### src/rtl/quad_decoder_pkg.sv
// Shared types and helpers for the quadrature decoder: phase encoding and
// the step classification used when two accepted phases are compared.
package quad_decoder_pkg;

    typedef enum logic [1:0] {
        PH_00 = 2'b00,
        PH_10 = 2'b10,
        PH_11 = 2'b11,
        PH_01 = 2'b01
    } phase_t;

    localparam logic DIR_UP   = 1'b1;
    localparam logic DIR_DOWN = 1'b0;

    typedef struct packed {
        logic valid;
        logic illegal;
        logic dir;
    } step_t;

    // Position of a phase along the up-counting Gray cycle 00->10->11->01.
    function automatic logic [1:0] phase_pos(input phase_t p);
        logic [1:0] pos;
        pos = 2'd0;
        case (p)
            PH_00:   pos = 2'd0;
            PH_10:   pos = 2'd1;
            PH_11:   pos = 2'd2;
            PH_01:   pos = 2'd3;
            default: pos = 2'd0;
        endcase
        return pos;
    endfunction

    function automatic step_t step_dir(input phase_t prev, input phase_t curr);
        step_t      res;
        logic [1:0] delta;
        res   = '0;
        delta = phase_pos(curr) - phase_pos(prev);
        case (delta)
            2'd1: begin
                res.valid = 1'b1;
                res.dir   = DIR_UP;
            end
            2'd3: begin
                res.valid = 1'b1;
                res.dir   = DIR_DOWN;
            end
            2'd2:    res.illegal = 1'b1;
            default: res = '0;
        endcase
        return res;
    endfunction

endpackage

### src/rtl/quad_decoder_input_filter.sv
// Synchronizer plus glitch filter for one asynchronous encoder line; valid_o
// marks that the accepted value reflects real input since reset.
module quad_input_filter #(
    parameter int SYNC_STAGES = 2,
    parameter int FILTER_LEN  = 4
) (
    input  logic clk_i,
    input  logic rstn_i,
    input  logic raw_i,
    output logic filt_o,
    output logic valid_o
);
    localparam int CW = $clog2(FILTER_LEN + 1);
    localparam logic [CW-1:0] RUN_LAST = CW'(FILTER_LEN - 1);

    logic [SYNC_STAGES-1:0] sync_q, sync_d;
    logic [SYNC_STAGES-1:0] fill_q, fill_d;
    logic                   acc_q, acc_d;
    logic [CW-1:0]          run_q, run_d;
    logic [CW-1:0]          prime_q, prime_d;
    logic                   valid_q, valid_d;
    logic                   synced;
    logic                   filled;

    assign synced = sync_q[SYNC_STAGES-1];
    assign filled = fill_q[SYNC_STAGES-1];

    always_ff @(posedge clk_i) begin
        if (!rstn_i) begin
            sync_q  <= '0;
            fill_q  <= '0;
            acc_q   <= 1'b0;
            run_q   <= '0;
            prime_q <= '0;
            valid_q <= 1'b0;
        end else begin
            sync_q  <= sync_d;
            fill_q  <= fill_d;
            acc_q   <= acc_d;
            run_q   <= run_d;
            prime_q <= prime_d;
            valid_q <= valid_d;
        end
    end

    // A value equal to the reset state never produces an update, so priming
    // separately counts stable cycles of real (post-synchronizer) data.
    always_comb begin
        sync_d  = {sync_q[SYNC_STAGES-2:0], raw_i};
        fill_d  = {fill_q[SYNC_STAGES-2:0], 1'b1};
        acc_d   = acc_q;
        run_d   = run_q;
        prime_d = prime_q;
        valid_d = valid_q;
        if (synced != acc_q) begin
            prime_d = '0;
            if (run_q == RUN_LAST) begin
                acc_d   = synced;
                run_d   = '0;
                valid_d = 1'b1;
            end else begin
                run_d = run_q + 1'b1;
            end
        end else begin
            run_d = '0;
            if (!valid_q && filled) begin
                if (prime_q == RUN_LAST) begin
                    valid_d = 1'b1;
                end else begin
                    prime_d = prime_q + 1'b1;
                end
            end
        end
    end

    assign filt_o  = acc_q;
    assign valid_o = valid_q;

endmodule

### src/rtl/quad_decoder.sv
// Quadrature encoder front-end: conditions A/B/index and issues registered
// step, direction, load and sticky error signals to the position counter.
module quad_decoder
    import quad_decoder_pkg::*;
#(
    parameter int               WIDTH       = 32,
    parameter int               SYNC_STAGES = 2,
    parameter int               FILTER_LEN  = 4,
    parameter bit               INDEX_EN    = 1'b1,
    parameter logic [WIDTH-1:0] INDEX_VALUE = '0
) (
    input  logic             clk_i,
    input  logic             rstn_i,
    input  logic             quad_a_i,
    input  logic             quad_b_i,
    input  logic             index_i,
    input  logic             err_clr_i,
    output logic             en_o,
    output logic             up_down_o,
    output logic             load_en_o,
    output logic [WIDTH-1:0] load_count_o,
    output logic             err_o
);
    logic   accA, accB, accIdx;
    logic   validA, validB, validIdx;
    phase_t curr;
    step_t  step;

    phase_t prev_q, prev_d;
    logic   init_q, init_d;
    logic   idxPrev_q, idxPrev_d;
    logic   en_q, en_d;
    logic   upDown_q, upDown_d;
    logic   loadEn_q, loadEn_d;
    logic   err_q, err_d;

    quad_input_filter #(.SYNC_STAGES(SYNC_STAGES), .FILTER_LEN(FILTER_LEN)) uFilterA (
        .clk_i(clk_i), .rstn_i(rstn_i), .raw_i(quad_a_i), .filt_o(accA), .valid_o(validA)
    );
    quad_input_filter #(.SYNC_STAGES(SYNC_STAGES), .FILTER_LEN(FILTER_LEN)) uFilterB (
        .clk_i(clk_i), .rstn_i(rstn_i), .raw_i(quad_b_i), .filt_o(accB), .valid_o(validB)
    );
    quad_input_filter #(.SYNC_STAGES(SYNC_STAGES), .FILTER_LEN(FILTER_LEN)) uFilterIdx (
        .clk_i(clk_i), .rstn_i(rstn_i), .raw_i(index_i), .filt_o(accIdx), .valid_o(validIdx)
    );

    assign curr = phase_t'({accA, accB});
    assign step = step_dir(prev_q, curr);

    always_ff @(posedge clk_i) begin
        if (!rstn_i) begin
            prev_q    <= PH_00;
            init_q    <= 1'b1;
            idxPrev_q <= 1'b0;
            en_q      <= 1'b0;
            upDown_q  <= DIR_UP;
            loadEn_q  <= 1'b0;
            err_q     <= 1'b0;
        end else begin
            prev_q    <= prev_d;
            init_q    <= init_d;
            idxPrev_q <= idxPrev_d;
            en_q      <= en_d;
            upDown_q  <= upDown_d;
            loadEn_q  <= loadEn_d;
            err_q     <= err_d;
        end
    end

    // The first valid phase after reset seeds the comparison silently; after
    // that every accepted phase is decoded and becomes the new reference,
    // including illegal jumps so the decoder resynchronizes.
    always_comb begin
        prev_d    = prev_q;
        init_d    = init_q;
        en_d      = 1'b0;
        upDown_d  = upDown_q;
        err_d     = err_q;
        idxPrev_d = accIdx;
        loadEn_d  = 1'b0;
        if (init_q) begin
            if (validA && validB) begin
                prev_d = curr;
                init_d = 1'b0;
            end
        end else begin
            prev_d = curr;
            if (step.valid) begin
                en_d     = 1'b1;
                upDown_d = step.dir;
            end
        end
        if (err_clr_i) begin
            err_d = 1'b0;
        end
        if (!init_q && step.illegal) begin
            err_d = 1'b1;
        end
        if (INDEX_EN && validIdx && accIdx && !idxPrev_q) begin
            loadEn_d = 1'b1;
        end
    end

    assign en_o         = en_q;
    assign up_down_o    = upDown_q;
    assign load_en_o    = loadEn_q;
    assign load_count_o = INDEX_VALUE;
    assign err_o        = err_q;

endmodule
### config.mk
export PLATFORM = sky130hd
export DESIGN_NAME = quad_decoder
export DESIGN_NICKNAME = d
export VERILOG_FILES = /design/src/rtl/quad_decoder_pkg.sv /design/src/rtl/quad_decoder_input_filter.sv /design/src/rtl/quad_decoder.sv
export SDC_FILE = /design/constraint.sdc
export NUM_CORES = 1
export LEC_CHECK = 0
export BUFFER_PORTS_ARGS = -buffer_cell sky130_fd_sc_hd__buf_4
export CAP_MARGIN = 5
export CORE_UTILIZATION = 31
export DETAILED_ROUTE_END_ITERATION = 8
export GPL_TIMING_DRIVEN = 1
export PLACE_DENSITY = 0.55
export SLEW_MARGIN = 20
export SYNTH_ARGS = -nofsm -noshare
export SYNTH_HDL_FRONTEND = slang
export SYNTH_SLANG_ARGS = --single-unit
### constraint.sdc
create_clock -name clk_i -period 2.8 [get_ports clk_i]
set_clock_uncertainty 0.15 [all_clocks]
set_input_delay 0.56 -clock clk_i [delete_from_list [all_inputs] [get_ports clk_i]]
set_output_delay 0.56 -clock clk_i [all_outputs]
set_load 0.01 [all_outputs]
==> impl_metrics.json <==
{
  "r2r_slack_ns": 0.97,
  "cts_max_level": 2,
  "dp_hpwl_um": 1720,
  "synth.area.top_cells": "dfxtp_1, buf_4, ha_1",
  "reg2reg_to": "up_down_o",
  "die_y_um": 80.6,
  "fin_util_pct": 34.8,
  "antenna_found_initial": 0,
  "maxCapViolCount": 0,
  "antenna-diode-count": 0,
  "worstRegToRegCells": 7,
  "p_leak_uw": 0.000910,
  "hp-class": "reg2reg",
  "crit_chain": "inv_1, ha_1, inv_1, ha_1, nor2_1, and4b_1, nor3_1",
  "first_pass_iters": 4,
  "drt_iter0_markers": 44,
  "path_depth": 7,
  "syn2layout_area_growth_pct": 8.23,
  "timing.final.crit_share_pct": 65.5,
  "grt_pass1_wl_um": 4040,
  "grt_max_degree": 30,
  "maxSlewViolCount": 0,
  "critPathCaptureType": "register",
  "syn_inst": 195,
  "crit_family": "adder cells",
  "rsz0062_at_grt": "no",
  "crit_path_max_incr_delay_ns": 0.40,
  "fin_nets": 233,
  "fillers": 630,
  "synth_most_common_cell": "dfxtp_1",
  "synth-seq-area-share_pct": 41.8,
  "ctsHoldBuffers": 0,
  "pre_cts_ws_ns": 0.969,
  "critical_path_peak_fanout": 4,
  "gr-total-overflow": 0,
  "arrival_ns": 1.86,
  "start_util_pct": 32.2,
  "syn-mean-instance-area_um2": 9.82,
  "synth_cell_types": 29,
  "port_buffers": 9,
  "ios": 42,
  "netlist_area_um2": 1920,
  "first_global_vias": 964,
  "vias_per_cell": 3.83,
  "cts_setup_buffers": 0,
  "cts_tree": "built",
  "critPathLaunchType": "register",
  "fmax_ghz": 0.545,
  "synth_edf_count": 0,
  "ys_ff_latch": 40,
  "yosysTopAreaCell": "dfxtp_1",
  "synth-main-ff-cell": "dfxtp_1",
  "fin_tns_setup_ns": 0,
  "drc": 0,
  "clock_path_buffers": 2,
  "clkTransAtPathRegs_ns": 0.07,
  "routedWlPerCell_um": 8.08,
  "totalWireLength_um": 2290,
  "ant_nets": 0,
  "die_w_um": 80.6,
  "setup.worst_path.start": "uFilterA.filt_o",
  "holdPathStages": 1,
  "drive_above_1_share_pct": 10.6,
  "track_usage_pct": 8.32,
  "yosysTopAreaCellShare_pct": 41.8,
  "clkSinkCount": 40,
  "r2r_start": "uFilterA.filt_o",
  "status": "finished clean",
  "powerDensity_nw_per_um2": 584,
  "post-route-min-period_ns": 1.83,
  "hold_viol_final": 0,
  "cts_resized": 0,
  "async_flop_share_pct": 0,
  "setup_viol": 0,
  "core_um2": 5960,
  "design.die.area_um2": 6500,
  "worstSkewPairLatency_ns": 0.29,
  "placed_cells": 276,
  "root_buffer": "clkbuf_8",
  "yosysWarnings": 0,
  "critPathRequiredTime_ns": 2.82,
  "synthTopCellsByCount": "dfxtp_1, buf_4, nor2_1",
  "ir_drop_v": 0.000350,
  "rows": 28,
  "cp_slowest_cell": "dfxtp_1",
  "crit_buf_inv": 2,
  "cp-endpoint": "up_down_o",
  "post-route-worst-setup-slack_ns": 0.966,
  "vias": 1085,
  "final_cells": 283,
  "path_class": "reg2reg",
  "numCtsBuffers": 5,
  "gp_congestion": 0.649
}
## worst register-to-register path, cell delays in order (launching register included)
cell,delay (ns)
dfxtp_1,0.40
inv_1,0.10
ha_1,0.28
inv_1,0.04
ha_1,0.29
nor2_1,0.20
and4b_1,0.22
nor3_1,0.04
## final cells by class
cell class              count  area [um^2]  area share (%)
multi-input cells         138          930            44.8
repair buffers              9         67.6            3.26
clock inverters             2         60.1            2.90
clock buffers               5         68.8            3.32
well taps                  75         93.8            4.53
flip-flops and latches     40          801            38.6
inverters                  14         52.6            2.53
## sequential cells by signal (all words and copies together) (netlist names), 2 cells and up
name and count:
prev_q 2, uFilterA.prime_q 3, uFilterA.run_q 3, uFilterA.sync_q 2
uFilterB.prime_q 3, uFilterB.run_q 3, uFilterB.sync_q 2, uFilterIdx.prime_q 3
uFilterIdx.run_q 3, uFilterIdx.sync_q 2
## metal layers
layer | global-route usage, % | vias up | part of all wire, %
met4 | 4.29 | 0 | 1.8
met3 | 3.41 | 5 | 4.7
met1 | 9.44 | 473 | 51
li1 | - | 585 | -
met2 | 13.3 | 22 | 43
met5 | 0 | - | 0
## report_power, final
group          internal, uW  total, uW  switching, uW
sequential              586        596           10.6
combinational          29.9       73.2           43.3
clock                   351        541            191
## kinds of logic (layout without fill, tap and decap cells)
group	count (synthesis)	in the layout	synth area share (%)
adders and majority gates	19	19	12.4
DFF	40	40	41.8
buffers and inverters	48	30	15.7
other	1	32	0.196
AOI/OAI and AO/OA	15	15	5.22
and+or+nand+nor	59	59	18.3
muxes	6	6	3.14
xor gates and xnor gates	7	7	3.20
## through the flow
| stage | hold WS [ns] | instance area, um^2 | power, uW |
|---|---|---|---|
| 3_5_place_dp | 0.263 | 1940 | 684 |
| 5_1_grt | 0.286 | 2070 | 1260 |
| 4_1_cts | 0.275 | 2070 | 1230 |
| 6_report | 0.272 | 2070 | 1210 |
| 2_1_floorplan | 0.246 | 2030 | 702 |
| 3_3_place_gp | 0.261 | 1940 | 682 |
## worst min path at each step
stage	to	start	slack [ns]
after floorplan	uFilterA.run_q[0]	uFilterA.run_q[0]	0.25
after global placement	uFilterB.run_q[0]	uFilterB.run_q[0]	0.26
after detailed placement	uFilterIdx.run_q[0]	uFilterIdx.run_q[0]	0.26
after CTS	uFilterB.run_q[0]	uFilterB.run_q[0]	0.27
after global routing	uFilterIdx.run_q[0]	uFilterIdx.run_q[0]	0.29
final	uFilterIdx.run_q[0]	uFilterIdx.run_q[0]	0.27
## layout by cell type (no fill, tap or decap), types with 2 or more instances in the layout
cell,count
dfxtp_1,40
nor2b_1,3
nand2b_1,2
o21ai_0,2
a21oi_1,3
xnor2_1,6
a211oi_1,3
bufinv_16,2
conb_1,32
ha_1,19
and2_1,11
nor2_1,23
nand2_1,8
or3b_4,3
buf_4,9
o21a_1,3
nor3b_4,3
mux2i_1,6
clkbuf_8,5
o21bai_1,2
a21boi_0,2
inv_1,14
Note: power is estimated with default switching activity, not from simulation.
